--- src/rtl/fifo_pkg.sv ---
// Shared constants for the FIFO pointer/flag controller slice.
// Optional error reporting is enabled by defining FIFO_PTR_ERR_EN.
package fifo_pkg;

    // Default address width; depth is 2**BUFFER_WIDTH entries
    localparam int unsigned BUFFER_WIDTH   = 4;
    localparam int unsigned DEPTH          = 2 ** BUFFER_WIDTH;
    // Occupancy needs one extra bit to represent a completely full buffer
    localparam int unsigned CNT_W          = BUFFER_WIDTH + 1;
    // Default almost-full threshold (legal range 1..DEPTH)
    localparam int unsigned ALMOST_FULL_TH = 12;

endpackage

--- src/rtl/fifo_ptr_inc.sv ---
// Wrapping pointer register with enable and synchronous active-low reset.
// The pointer naturally overflows from 2**W-1 back to 0.
module fifo_ptr_inc
    import fifo_pkg::*;
#(
    parameter int unsigned W = BUFFER_WIDTH
) (
    input  logic         clk,
    input  logic         rst,
    input  logic         en,
    output logic [W-1:0] ptr
);

    // Advance the pointer by one on each enabled edge; clear on reset
    always_ff @(posedge clk) begin
        if (!rst) begin
            ptr <= '0;
        end else if (en) begin
            ptr <= ptr + W'(1);
        end
    end

endmodule

--- src/rtl/fifo_ptr_ctrl.sv ---
// FIFO pointer/flag controller: qualifies push/pop requests against
// Full/Empty, advances the write/read pointers, tracks occupancy and a
// registered almost-full flag. Full vs Empty on equal pointers is resolved
// by the Round bit returned from the downstream wrap-tracking stage.
// Define FIFO_PTR_ERR_EN to add sticky Overflow/Underflow outputs.
module fifo_ptr_ctrl
    import fifo_pkg::*;
#(
    parameter int unsigned BufferWidth  = BUFFER_WIDTH,
    parameter int unsigned AlmostFullTh = ALMOST_FULL_TH
) (
    input  logic                   clk,
    input  logic                   rst,
    input  logic                   Push_Req,
    input  logic                   Pop_Req,
    input  logic                   Round,
    output logic                   Push,
    output logic                   Pop,
    output logic [BufferWidth-1:0] W_Addr,
    output logic [BufferWidth-1:0] R_Addr,
    output logic                   Full,
    output logic                   Empty,
    output logic [BufferWidth:0]   Count,
    output logic                   Almost_Full
`ifdef FIFO_PTR_ERR_EN
    ,
    output logic                   Overflow,
    output logic                   Underflow
`endif
);

    localparam int unsigned CW = BufferWidth + 1;
    localparam logic [CW-1:0] AF_TH = CW'(AlmostFullTh);

    logic          same_addr;
    logic [CW-1:0] next_count;

    assign same_addr = (W_Addr == R_Addr);

    // Flags and request qualification; reset forces an empty, idle view
    always_comb begin
        Full  = 1'b0;
        Empty = 1'b1;
        Push  = 1'b0;
        Pop   = 1'b0;
        if (rst) begin
            Full  = same_addr & Round;
            Empty = same_addr & ~Round;
            Push  = Push_Req & ~Full;
            Pop   = Pop_Req & ~Empty;
        end
    end

    // Occupancy after this edge's accepted operations
    always_comb begin
        next_count = Count + CW'(Push) - CW'(Pop);
    end

    fifo_ptr_inc #(.W(BufferWidth)) u_w_ptr (
        .clk (clk),
        .rst (rst),
        .en  (Push),
        .ptr (W_Addr)
    );

    fifo_ptr_inc #(.W(BufferWidth)) u_r_ptr (
        .clk (clk),
        .rst (rst),
        .en  (Pop),
        .ptr (R_Addr)
    );

    // Register occupancy and the almost-full threshold flag
    always_ff @(posedge clk) begin
        if (!rst) begin
            Count       <= '0;
            Almost_Full <= 1'b0;
        end else begin
            Count       <= next_count;
            Almost_Full <= (next_count >= AF_TH);
        end
    end

`ifdef FIFO_PTR_ERR_EN
    // Sticky error flags for requests made against a full/empty buffer
    always_ff @(posedge clk) begin
        if (!rst) begin
            Overflow  <= 1'b0;
            Underflow <= 1'b0;
        end else begin
            if (Push_Req && Full) begin
                Overflow <= 1'b1;
            end
            if (Pop_Req && Empty) begin
                Underflow <= 1'b1;
            end
        end
    end
`endif

endmodule

--- config.mk ---
export PLATFORM = sky130hd
export DESIGN_NAME = fifo_ptr_ctrl
export DESIGN_NICKNAME = d
export VERILOG_FILES = /design/src/rtl/fifo_pkg.sv /design/src/rtl/fifo_ptr_inc.sv /design/src/rtl/fifo_ptr_ctrl.sv
export SDC_FILE = /design/constraint.sdc
export NUM_CORES = 1
export LEC_CHECK = 0
export CAP_MARGIN = 25
export CORE_MARGIN = 10
export CORE_UTILIZATION = 45
export DETAILED_ROUTE_END_ITERATION = 8
export PLACE_DENSITY = 0.77
export REMOVE_ABC_BUFFERS = 1
export SLEW_MARGIN = 15
export SYNTH_ARGS = -nofsm -noshare
export SYNTH_HDL_FRONTEND = slang
export SYNTH_HIERARCHICAL = 1
export SYNTH_SLANG_ARGS = --single-unit
--- constraint.sdc ---
create_clock -name clk -period 3.9 [get_ports clk]
set_input_delay 0.585 -clock clk [delete_from_list [all_inputs] [get_ports clk]]
set_output_delay 0.585 -clock clk [all_outputs]
set_load 0.03 [all_outputs]
# Yosys cells after proc, flatten, opt, wreduce, memory -nomap -nowiden

Index checks and enable logic that the tools add are counted.

Flip-flop bits (word level): 14
Bits of input ports: 5
Output and inout bits: 18
Logic and storage cells: 21

Add/subtract/negate cells: 4
Order comparisons: 1
Eq/ne operators: 1
Mux-type cells: 4
Bitwise operators: 7

Operators by type and width:

| cell                                                | count |
|---|---|
| adder 4 x 1 -> 4 bit, second input constant         | 2 |
| adder 5 x 1 -> 5 bit                                | 1 |
| >= comparator 5 x 4 -> 1 bit, second input constant | 1 |
| subtractor 5 x 1 -> 5 bit                           | 1 |
| bitwise AND 1 bit                                   | 4 |
| equality test 4 bit                                 | 1 |
| two-way mux 1 bit                                   | 4 |
| NOT 1 bit                                           | 3 |

# Logic depth before layout (Yosys ltp)

Depth after elaboration: 8
Mapped depth: 12
Gate-level depth less buffers: 12

# Modules after synthesis

Netlist, hierarchy kept.

Modules (own cells, without submodules):

| module        | instances | cells each | area each (µm²) | seq. area each (µm²) |
|---|---|---|---|---|
| fifo_ptr_ctrl | 1         | 44         | 415.4           | 120.1 |
| fifo_ptr_inc  | 2         | 16         | 176.4           | 80.1 |

# Worst setup path after synthesis

Ideal clock, no wire load.

Kind: reg-to-reg
Start point: register u_r_ptr.ptr[1]
End point: register Almost_Full
Library setup time: 0.117 ns
Arrival: 2.988 ns
Required time: 3.783 ns
Setup slack: 0.795 ns
Cell stages (with the launch flop): 13
Path buffers: 0
Period minus slack after synthesis: 3.105 ns
Path through: dfxtp_1 xor2_1 nor4_2 nand2b_1 and3_1 ha_1 inv_1 ha_1 fa_1 a21o_1 a21oi_2 xnor2_1 a22o_1

Elaborated cells between the ends (all ways): 12
Classes of those cells: add/sub (2); order compare (1); eq/ne (1); mux (2); bitwise (6)

RTL lines:

| item                         | line                | source |
|---|---|---|
| from (decl)                  | fifo_ptr_inc.sv:11  | `output logic [W-1:0] ptr` |
| from (signal assigned)       | fifo_ptr_inc.sv:19  | `ptr <= ptr + W'(1);` |
| equality test 4 bit          | fifo_ptr_ctrl.sv:38 | `assign same_addr = (W_Addr == R_Addr);` |
| bitwise AND 1 bit            | fifo_ptr_ctrl.sv:48 | `Empty = same_addr & ~Round;` |
| NOT 1 bit                    | fifo_ptr_ctrl.sv:50 | `Pop = Pop_Req & ~Empty;` |
| bitwise AND 1 bit            | fifo_ptr_ctrl.sv:50 |  |
| two-way mux 1 bit            | fifo_ptr_ctrl.sv:46 | `if (rst) begin` |
| via Pop                      | fifo_ptr_ctrl.sv:18 | `output logic Pop,` |
| subtractor 5 x 1 -> 5 bit    | fifo_ptr_ctrl.sv:56 | `next_count = Count + CW'(Push) - CW'(Pop);` |
| >= comparator 5 x 4 -> 1 bit | fifo_ptr_ctrl.sv:80 | `Almost_Full <= (next_count >= AF_TH);` |
| to (signal assigned)         | fifo_ptr_ctrl.sv:80 |  |
| to (decl)                    | fifo_ptr_ctrl.sv:24 | `output logic Almost_Full` |

The timed path passes the listed nets, and every way through them passes these cells.
A chain may end at the register's enable or synchronous reset.

# Worst setup path after layout

Start point: input rst
End point: output Push

Longest elaborated chain between the ends: 1

Ends and longest elaborated chain:

| item              | line                | source |
|---|---|---|
| from (decl)       | fifo_ptr_ctrl.sv:13 | `input logic rst,` |
| two-way mux 1 bit | fifo_ptr_ctrl.sv:46 |  |
| to (decl)         | fifo_ptr_ctrl.sv:17 | `output logic Push,` |

No other way between the ends.

==> results.py <==
metrics = {
    "die": {
        "die_h_microns": 61.3,
        "core_area_sq_um": 1560,
        "dieArea_sq_um": 3760,
        "num_rows": 14,
        "die_w_microns": 61.3,
        "io_pins": 23,
        "start_util": 0.493,
    },
    "run": {
        "maxCapViolations": 0,
    },
    "outcome": {
        "status": "finished, final reports clean",
    },
    "synthesis": {
        "synth_xor_area_frac": 0.124,
        "synth_cell_type_count": 24,
        "postSynthCellCount": 76,
        "synth_area_per_cell_sq_um": 10.1,
        "synthesis.area_sq_um": 768,
        "yosysWarningCount": 6,
        "synth_compound_area_frac": 0.0879,
        "yosys.area_share.simple": 0.197,
        "ys_seq_area_frac": 0.365,
        "yosys.area_share.adder": 0.140,
        "ys_seq_elements": 14,
        "synth_mux_area_frac": 0.0521,
        "synth_top_family_by_area": "simple AND/OR/NAND/NOR gates",
    },
    "placed_design": {
        "dp_slack_ns": 0.736,
        "place_inst": 115,
        "hpwl_mm": 1.29,
        "io_buffers": 22,
        "place_congestion": 0.773,
    },
    "worst_setup_path": {
        "path_class": "input port to output port",
        "crit_start": "rst",
        "critPathLaunchType": "input port",
        "endpoint_kind": "output port",
        "arrival_ns": 2.39,
        "cp_max_fo": 18,
        "cp_data_required_time_ns": 3.31,
        "reg2reg_from": "u_r_ptr/ptr[1]",
    },
    "sta": {
        "worst_pin_slew_ns": 0.328,
        "finalSetupTns_ns": 0,
        "rsz0062_at_grt": "no",
        "finalHoldViolations": 0,
        "slew_headroom": 0.781,
        "skew_ns": 0.00600,
        "report.final.slew_viol_count": 0,
        "max_freq_ghz": 0.336,
        "finalSetupViolCount": 0,
        "setup_slack_ns": 0.925,
        "min_period_ns": 2.98,
        "period_share": 0.763,
    },
    "layout": {
        "fin_util": 0.675,
        "final_cell_count_no_fill": 119,
        "drive_gt1_frac": 0.0971,
        "area_delta_synth_final_pct": 37.0,
        "nets": 117,
        "nFillCells": 131,
        "antennaDiodeCount": 0,
    },
    "cts": {
        "htree_levels": 1,
        "ctsResizeCount": 0,
        "post_cts_buffers": 0,
        "cts.sinks": 14,
        "insertion_delay_ns": 0.28,
        "cts_root_buf": "clkbuf_4",
        "tritoncts": "yes",
        "numCtsBuffers": 3,
        "max-clock-path-buffers": 2,
        "clk_pin_slew_ns": 0.09,
        "cts_hold_buf": 0,
    },
    "routing": {
        "drc_errors": 0,
        "dr.pass1.iters": 3,
        "vias": 618,
        "drt-initial-drc-count": 12,
        "ant_nets": 0,
        "drt-wirelength-per-cell_microns": 13.9,
        "routed_wl_mm": 1.65,
        "routed_via_density": 5.19,
    },
    "pwr": {
        "power.total_mw": 0.573,
        "ir_drop_mv": 0.227,
        "p_leak_nw": 0.496,
        "power_density_nw_per_um2": 545,
    },
    "grt": {
        "antenna_found_initial": 0,
        "overflow": 0,
        "grt_use_total": 0.0984,
        "grt_pass1_wl_mm": 2.81,
        "first_global_vias": 663,
        "grt_max_degree": 19,
    },
    "hold_path": {
        "worstHoldStart": "u_r_ptr/ptr[3]",
        "hp-class": "flip-flop to flip-flop",
    },
}
-- cells in the final DEF (no fill, tap or decap), types with 2 or more instances in the layout --
master           Yosys  final
nor2_1               2      2
clkbuf_4             0      3
nor2b_1              2      2
inv_1                7      7
mux2i_1              4      4
xor2_1               6      6
dfxtp_1             14     14
and3b_2              2      2
nand2_1              4      4
a21boi_0             2      2
and3_1               2      2
a21o_1               2      2
o21a_1               2      2
nand4_1              2      2
and2_1               6      6
clkdlybuf4s50_1      0     22
xnor2_1              3      3
ha_1                 7      7
or2b_1               2      2
-- routing by layer --
layer / global-route usage / vias up / wire length, microns
met4: 0.0195 / 0 / 12
met2: 0.173 / 19 / 796
met3: 0.0638 / 2 / 172
li1: - / 308 / -
met1: 0.0954 / 289 / 670
met5: 0 / - / 0
-- power breakdown --
group	internal (mW)	leakage (nW)	total [mW]	switching, mW
Sequential	0.168	0.115	0.188	0.0192
Combinational	0.140	0.361	0.282	0.143
Clock	0.0568	0.0210	0.103	0.0463
Total	0.365	0.496	0.573	0.208
-- flip-flops by register name, indices dropped and copies added (netlist names) --
name and cells:
u_w_ptr/ptr 4, Count 5, Almost_Full 1, u_r_ptr/ptr 4
-- cell families after synthesis --
logic type               after synthesis
XOR/XNOR                              10
adder cells (fa/ha/maj)                8
flip-flops                            14
AO/OA/AOI/OAI                          9
buffers and inverters                  7
multiplexers                           4
AND/OR/NAND/NOR                       24
-- synthesized netlist by cell type --
cell type / instances / area, sq um
a22o_1: 1 / 8.76
nor2_1: 2 / 7.51
nand2b_1: 1 / 6.26
nor4_2: 1 / 12.5
xnor2_2: 1 / 16.3
a21oi_1: 1 / 5.00
or2b_1: 2 / 15.0
ha_1: 7 / 87.6
mux2i_1: 4 / 40.0
xor2_1: 6 / 52.6
a21oi_2: 1 / 8.76
nand4_1: 2 / 12.5
and2_1: 6 / 37.5
and3b_2: 2 / 20.0
o21a_1: 2 / 15.0
fa_1: 1 / 20.0
xnor2_1: 3 / 26.3
a21o_1: 2 / 15.0
dfxtp_1: 14 / 280
nor2b_1: 2 / 12.5
and3_1: 2 / 12.5
a21boi_0: 2 / 15.0
nand2_1: 4 / 15.0
inv_1: 7 / 26.3
-- area by class of cell --
class | count | area, sq um | area share
clock buffer | 4 | 36.3 | 0.0345
inverter | 7 | 26.3 | 0.0250
multi-input combinational | 55 | 462 | 0.439
sequential | 14 | 280 | 0.266
tap | 16 | 20.0 | 0.0190
timing repair buffer | 23 | 228 | 0.216
-- worst max-delay path: stages --
cell and delay, ns:
clkdlybuf4s50_1 0.50, buf_4 0.22, and3_1 0.35, clkdlybuf4s50_1 0.74
-- path summary, 6_finish.rpt --
kind	end	slack, ns	depth (start not counted)
setup / recovery	Push	0.92	4
hold / removal	u_r_ptr/ptr[3]	0.51	2
setup reg to reg	Almost_Full	0.95	12
hold reg to reg	u_r_ptr/ptr[3]	0.51	2
-- per-stage QoR --
step	hold slack (ns)	area, sq um
floorplan	0.608	768
global placement	0.485	1020
detailed placement	0.500	1020
CTS	0.515	1050
global route	0.548	1050
finish	0.512	1050
(Power assumes the default switching activity.)
